[config.mk]
export PLATFORM = sky130hd
export DESIGN_NAME = tmr_run_controller
export DESIGN_NICKNAME = d
export VERILOG_FILES = /design/src/rtl/tmr_pkg.sv /design/src/rtl/tmr_lane_monitor.sv /design/src/rtl/tmr_run_controller.sv
export SDC_FILE = /design/constraint.sdc
export NUM_CORES = 1
export LEC_CHECK = 0
export ABC_AREA = 1
export ABC_CLOCK_PERIOD_IN_PS = 1920
export CAP_MARGIN = 15
export CELL_PAD_IN_SITES_DETAIL_PLACEMENT = 1
export CELL_PAD_IN_SITES_GLOBAL_PLACEMENT = 2
export CORE_MARGIN = 1.5
export CORE_UTILIZATION = 24
export DETAILED_ROUTE_END_ITERATION = 12
export PLACE_DENSITY_LB_ADDON = 0.1
export SLEW_MARGIN = 10
export SYNTH_ARGS = -nofsm -noshare
export SYNTH_HDL_FRONTEND = slang
export SYNTH_HIERARCHICAL = 1
export SYNTH_SLANG_ARGS = --single-unit
[constraint.sdc]
create_clock -name clk -period 1.92 [get_ports clk]
set_input_delay 0.576 -clock clk [delete_from_list [all_inputs] [get_ports clk]]
set_output_delay 0.576 -clock clk [all_outputs]
set_load 0.05 [all_outputs]
[src/rtl/tmr_pkg.sv]
// Shared types and helpers for the triplicated-counter run controller.
package tmr_pkg;

    localparam int unsigned WIDTH_DEF = 16;
    localparam int unsigned ERR_W_DEF = 8;

    typedef enum logic [1:0] {
        IDLE  = 2'd0,
        RUN   = 2'd1,
        DONE  = 2'd2,
        ALARM = 2'd3
    } state_t;

    function automatic logic [1:0] popcount3(input logic [2:0] v);
        return {1'b0, v[0]} + {1'b0, v[1]} + {1'b0, v[2]};
    endfunction

endpackage

[src/rtl/tmr_lane_monitor.sv]
// Per-lane fault history: saturating mismatch counter plus sticky failed flag.
module tmr_lane_monitor #(
    parameter int unsigned ERR_W       = 8,
    parameter int unsigned FAIL_THRESH = 4
) (
    input  logic             clk,
    input  logic             rst,
    input  logic             count_en,
    input  logic             fault_i,
    input  logic             clear,
    output logic [ERR_W-1:0] err_cnt,
    output logic             failed
);

    logic [ERR_W-1:0] cnt_inc;

    always_comb begin
        cnt_inc = (err_cnt == '1) ? err_cnt : err_cnt + 1'b1;
    end

    always_ff @(posedge clk or posedge rst) begin
        if (rst) begin
            err_cnt <= '0;
            failed  <= 1'b0;
        end else if (clear) begin
            err_cnt <= '0;
            failed  <= 1'b0;
        end else if (count_en && fault_i) begin
            err_cnt <= cnt_inc;
            // flag rises on the same edge the counter reaches the threshold
            if (cnt_inc >= ERR_W'(FAIL_THRESH))
                failed <= 1'b1;
        end
    end

endmodule

[src/rtl/tmr_run_controller.sv]
// Run sequencer and fault manager for a three-lane counter with majority voter.
module tmr_run_controller
    import tmr_pkg::*;
#(
    parameter int unsigned WIDTH       = WIDTH_DEF,
    parameter int unsigned ERR_W       = ERR_W_DEF,
    parameter int unsigned FAIL_THRESH = 4
) (
    input  logic             clk,
    input  logic             rst,
    input  logic             start,
    input  logic             stop,
    input  logic             clear,
    input  logic [WIDTH-1:0] target,
    input  logic [WIDTH-1:0] voted_q,
    input  logic [2:0]       fault,
    output logic             cnt_enable,
    output logic             busy,
    output logic             done,
    output logic             alarm,
    output logic [2:0]       lane_failed,
    output logic [ERR_W-1:0] err_cnt_1,
    output logic [ERR_W-1:0] err_cnt_2,
    output logic [ERR_W-1:0] err_cnt_3
);

    state_t           state, state_nx;
    logic [WIDTH-1:0] target_q;
    logic             load_target;
    logic             in_run;
    logic             clear_ok;
    logic             alarm_cond;
    logic [ERR_W-1:0] err_cnt [3];

    assign in_run   = (state == RUN);
    assign clear_ok = clear && ((state == IDLE) || (state == ALARM));

    for (genvar i = 0; i < 3; i++) begin : g_lane
        tmr_lane_monitor #(
            .ERR_W      (ERR_W),
            .FAIL_THRESH(FAIL_THRESH)
        ) u_mon (
            .clk     (clk),
            .rst     (rst),
            .count_en(in_run),
            .fault_i (fault[i]),
            .clear   (clear_ok),
            .err_cnt (err_cnt[i]),
            .failed  (lane_failed[i])
        );
    end

    assign err_cnt_1 = err_cnt[0];
    assign err_cnt_2 = err_cnt[1];
    assign err_cnt_3 = err_cnt[2];

    assign alarm_cond = (popcount3(fault) >= 2'd2) || (popcount3(lane_failed) >= 2'd2);

    always_ff @(posedge clk or posedge rst) begin
        if (rst) begin
            state    <= IDLE;
            target_q <= '0;
        end else begin
            state <= state_nx;
            if (load_target)
                target_q <= target;
        end
    end

    // outputs decode from the registered state so reset clears them asynchronously
    always_comb begin
        state_nx    = state;
        load_target = 1'b0;
        cnt_enable  = 1'b0;
        busy        = 1'b0;
        done        = 1'b0;
        alarm       = 1'b0;
        case (state)
            IDLE: begin
                if (start && !stop) begin
                    load_target = 1'b1;
                    state_nx    = RUN;
                end
            end
            RUN: begin
                busy       = 1'b1;
                cnt_enable = (voted_q != target_q);
                if (alarm_cond)
                    state_nx = ALARM;
                else if (stop)
                    state_nx = IDLE;
                else if (voted_q == target_q)
                    state_nx = DONE;
            end
            DONE: begin
                done     = 1'b1;
                state_nx = IDLE;
            end
            ALARM: begin
                alarm = 1'b1;
                if (clear)
                    state_nx = IDLE;
            end
            default: state_nx = IDLE;
        endcase
    end

endmodule

; Word level (Yosys, flattened, before mapping)
; Index checks and enable logic that the tools add are counted.
; Widths: inputs -> output; s select.
[totals]
input_bits = 40
register_bits = 45
[op_classes]
n_addsub = 7
muxes = 30
reduce_logical = 19
order_cmp = 5
n_eq_ne = 11
[op_table]
columns = operator, count
row1 = $mux 8, 9
row2 = $add 8x1->8 const B, 3
row3 = $eq 8x8->1 const B, 3
row4 = $ge 8x3->1 const B, 3
row5 = $eq 16x16->1, 1
row6 = $ne 16x16->1, 1
row7 = $mux 1, 15
row8 = $reduce_bool 2->1, 6
row9 = $mux 2, 5
row10 = $pmux 2 s4, 1
row11 = $reduce_and 2->1, 3
row12 = $logic_and 1x1->1, 5
row13 = $add 1x1->2, 2
row14 = $add 2x1->2, 2
row15 = $eq 2x2->1 const B, 2
row16 = $ge 2x2->1 const B, 2
row17 = $ne 4x4->1 const B, 1
row18 = $reduce_and 3->1, 1
row19 = $eq 2x1->1 const B, 1
row20 = $logic_not 2->1, 1
row21 = $logic_or 1x1->1, 2
row22 = $ne 2x1->1 const B, 1
row23 = $ne 2x2->1 const B, 1
row24 = $logic_not 1->1, 1

; Depth between registers and ports, before layout
[logic_depth]
ltp_word = 6
depth_mapped = 11

; By module
; Netlist, hierarchy kept.
[by_module_without_submodules]
columns = module, n_inst, cells_each, seq_area_each_um2, area_each_um2
row1 = tmr_lane_monitor, 3, 83, 225.2, 575.6
row2 = tmr_run_controller, 1, 176, 450.4, 1162.4

; Least setup slack after synthesis
; Ideal clock, no wire load.
[synth_timing]
path_kind = reg-to-output
start = reg state[1]
end = out cnt_enable
t_required_ps = 1344
path_slack_ps = -604
arrival_ps = 1948
stages_incl_launch_ff = 5
path_cell_list = dfrtp_1 -> inv_1 -> ha_1 -> inv_1 -> a21oi_1
[synth_between]
elab_chain_cells = 2
[synth_rtl]
columns = item, line_no
row1 = from (decl), tmr_run_controller.sv:27  ; state_t state, state_nx;
row2 = from (signal assigned), tmr_run_controller.sv:64  ; state <= state_nx;
row3 = $eq 2x1->1, tmr_run_controller.sv:78  ; case (state)
row4 = $mux 1, tmr_run_controller.sv:78
row5 = to (decl), tmr_run_controller.sv:17  ; output logic cnt_enable,
; Every way passes these cells.

; Final worst setup path
[layout_timing]
start = in voted_q[15]
end = out cnt_enable
[layout_between]
elab_chain_cells = 2
[layout_rtl]
columns = item, line_no
row1 = from (decl), tmr_run_controller.sv:15  ; input logic [WIDTH-1:0] voted_q,
row2 = $ne 16x16->1, tmr_run_controller.sv:87  ; cnt_enable = (voted_q != target_q);
row3 = $mux 1, tmr_run_controller.sv:78
; Every way passes these cells.

==> impl_results.md <==
- Status: complete, but fails checks
- Failing checks: setup timing
- Post-synthesis cell type count: 25
- Critical Path, Cell by Cell: clkdlybuf4s15_2 > inv_1 > nand2_1 > nand2_1 > nor2_1 > nand2_2 > nor2_4 > a21oi_4 > buf_6
- Max incr delay on CP: 0.18 ns
- Grt ovf: 0
- Placed Cells: 659
- DRT Pass-1 Iters: 4
- Crit end category: primary output
- Post-Synth XOR/XNOR Area: 1.82%
- Final Non-Filler Cells: 669
- Worst path buffer plus inverter count: 3
- CP Class: input pin to primary output
- Gr usage total: 14.4%
- Most used cell, CP: nand2_1
- Register Area: 0.00113 mm^2
- Clk root buf: clkbuf_16
- Clk_skew: 0.0151 ns
- Via/cell ratio: 4.37
- Port Buffers: 70
- Synthesis warning total: 6
- Yosys reg bits: 45
- Slew Limit Fails: 0
- Max Root-Sink Buffers: 2
- Actual slew at the worst max-slew pin: 0.397 ns
- CP required: 1.34 ns
- Die Ht: 113 um
- Post-Synth Adder-Cell Area: 3.90%
- Antenna Diode Count: 0
- Antenna-violating nets left: 0
- P&R area growth vs syn: 47.8%
- Static leakage: 2.21 nW
- Pre-CTS setup slack: -0.506 ns
- Syn nets: 474
- Total CTS buffers: 5
- DR WL/cell: 12.9 um
- Largest net degree at the start of global routing: 19
- Worst vdd ir: 569 uV
- Io pins: 71
- Fmax: 497 MHz
- WL final: 8620 um
- Slowest-stage cell, CP: clkdlybuf4s15_2
- Worst R2R Start: state[0]
- Compound-cell area share of the yosys netlist: 10.4%
- TritonCTS clock tree: done
- Setup-failing EPs final: 1
- Fin. Hold Viols: 0
- Worst-skew pair later-pin latency: 0.30 ns
- Max capacitance violation total: 0
- Chip Width: 113 um
- CORE AREA: 0.0116 mm^2
- Share of cells above drive strength 1: 23.4%
- HPWL after DPL: 6910 um
- Routability cong.: 0.740
- Sequential share of the synthesized area: 39.0%
- First-pass GRT wire length: 14700 um
- Post-Synth Simple-Gate Area: 33.9%
- Post-Syn Area: 0.00289 mm^2
- Multi-input gate area: 0.00151 mm^2
- Initial antenna violation count: 0
- NumNets Final: 574
- Die area: 0.0127 mm^2
- Startpoint types: input pin
- Cell family with most CP delay: simple AND/OR/NAND/NOR gates
- Hold Crit Start: target_q[15]
- Sink Count: 45
- # DRC: 0
- WP data arrival: 1.44 ns
- Pwr Total: 0.00564 W
- Fill count: 1455
- Final period util: 105%
- Worst Setup Slack, final: -0.0917 ns
- Starting Density: 25.0%
- Vias in the first global route: 3009
- Relative max-transition margin: 73.5%
- Crit path time final: 2.01 ns
- Post-Syn Area per Cell: 6.80 um^2
- Crit Path Max Fanout: 2
- RSZ-0062 raised after global routing: yes
- Clock Pin Slew Worst Setup and Hold Paths: 0.06 ns
- Initial DRC count: 55
- Hold Crit Class: register to register
- Largest family of logic cells by synthesized area: simple AND/OR/NAND/NOR gates
- Mapped Cells: 425
- Via Count: 2926
- Power per cell area: 1320 mW/mm^2
- Cell Rows: 39
- H-tree levels: 2
- Critical path origin: voted_q[15]
- Post-synthesis mux area share: 0.780%
-- state kept, by name (all words and copies together), names as in the netlist --
name and count:
g_lane.u_mon/failed 3, g_lane.u_mon/err_cnt 24, state 2, target_q 16
-- stage by stage --
step	hold slack, ns	cell area (um^2)	util [%]	TNS (ns)
2_1_floorplan	0.404	2900	-	0
3_3_place_gp	0.515	4120	35.6	-1.75
3_5_place_dp	0.529	4120	35.6	-2.12
4_1_cts	0.541	4250	36.8	-0.0854
5_1_grt	0.564	4270	36.9	-0.234
6_report	0.537	4270	36.9	-0.0917
-- placed cells by master, fill, tap and decap left out, types with 2 or more instances in the layout --
cell,instances
nor2_1,51
xor2_1,3
clkdlybuf4s50_1,23
mux2_2,2
inv_6,2
o21ai_0,15
o21bai_1,3
o22ai_1,3
nand3_1,24
buf_4,36
a21oi_1,18
xnor2_1,3
a22o_1,3
dfrtp_1,45
buf_12,20
nand2_1,125
clkbuf_16,5
nor2_4,5
a22oi_1,4
inv_2,8
o21ai_1,3
nor3_1,3
inv_1,67
buf_2,15
ha_1,8
nor2_2,12
nand2_2,11
-- metal layers --
layer  global-route usage [%]  wire, um  vias to the layer above
met1                     19.3      4200                     1369
met4                     3.29        73                        0
li1                         -         -                     1509
met5                        0         0                        -
met3                     2.36       251                        7
met2                     24.7      4100                       41
-- final cells by class --
type	count	share of cell area, %
Clock buffer	5	2.93
Clock inverter	3	1.11
Inverter	75	6.59
Multi-Input combinational cell	302	35.4
Sequential cell	45	26.4
Tap cell	143	4.19
Timing Repair Buffer	96	23.4
-- path summary, 6_finish.rpt --
| check | to | slack [ns] | cells after the start |
|---|---|---|---|
| setup reg to reg | g_lane[1].u_mon/err_cnt[6] | 0.24 | 8 |
| min in group asynchronous | g_lane[1].u_mon/err_cnt[1] | 0.67 | 2 |
| hold / removal | target_q[15] | 0.54 | 2 |
| hold reg to reg | target_q[15] | 0.54 | 2 |
| setup / recovery | cnt_enable | -0.09 | 9 |
| max in group asynchronous | g_lane[2].u_mon/err_cnt[7] | 0.95 | 2 |
-- synth_stat cells, drive strengths merged --
cell	number	area [um^2]
nand3	24	120
a22o	3	26.3
o21ai	18	90.1
o31ai	1	7.51
nand2	136	533
ha	9	113
clkbuf	1	3.75
mux2	2	22.5
inv	75	282
o21bai	3	22.5
a22oi	4	30.0
a21oi	20	100
buf	2	10.0
a31oi	1	6.26
xnor2	3	26.3
o22ai	3	18.8
dfrtp	45	1130
nor3	4	20.0
xor2	3	26.3
nor2	68	305
-- repair_timing --
item | 4_1_cts | 5_1_grt
buffers inserted | 1 | 1
setup endpoints to repair | 1 | 4
hold buffers | 0 | 0
gates resized for setup | 67 | 8
pin swaps | 33 | 11
-- worst min-delay path, delay by kind of cell, from the launching register on --
family                 cells  cell delay, ns
flip-flops                 1            0.37
AO/OA/AOI/OAI              1            0.06
buffers and inverters      1            0.07
-- power by group --
| part | internal, W | switching, W | leakage, nW |
|---|---|---|---|
| Clock | 0.000624 | 0.000399 | 0.0848 |
| Sequential | 0.00125 | 0.000364 | 0.564 |
| Combinational | 0.00131 | 0.00169 | 1.56 |
-- logic make-up after synthesis --
family	count (synthesis)
and+or+nand+nor	232
buffers and inverters	78
AOI/OAI and AO/OA	53
DFF	45
adders and majority gates	9
xor gates and xnor gates	6
muxes	2
Note: power is estimated with default switching activity, not from simulation.
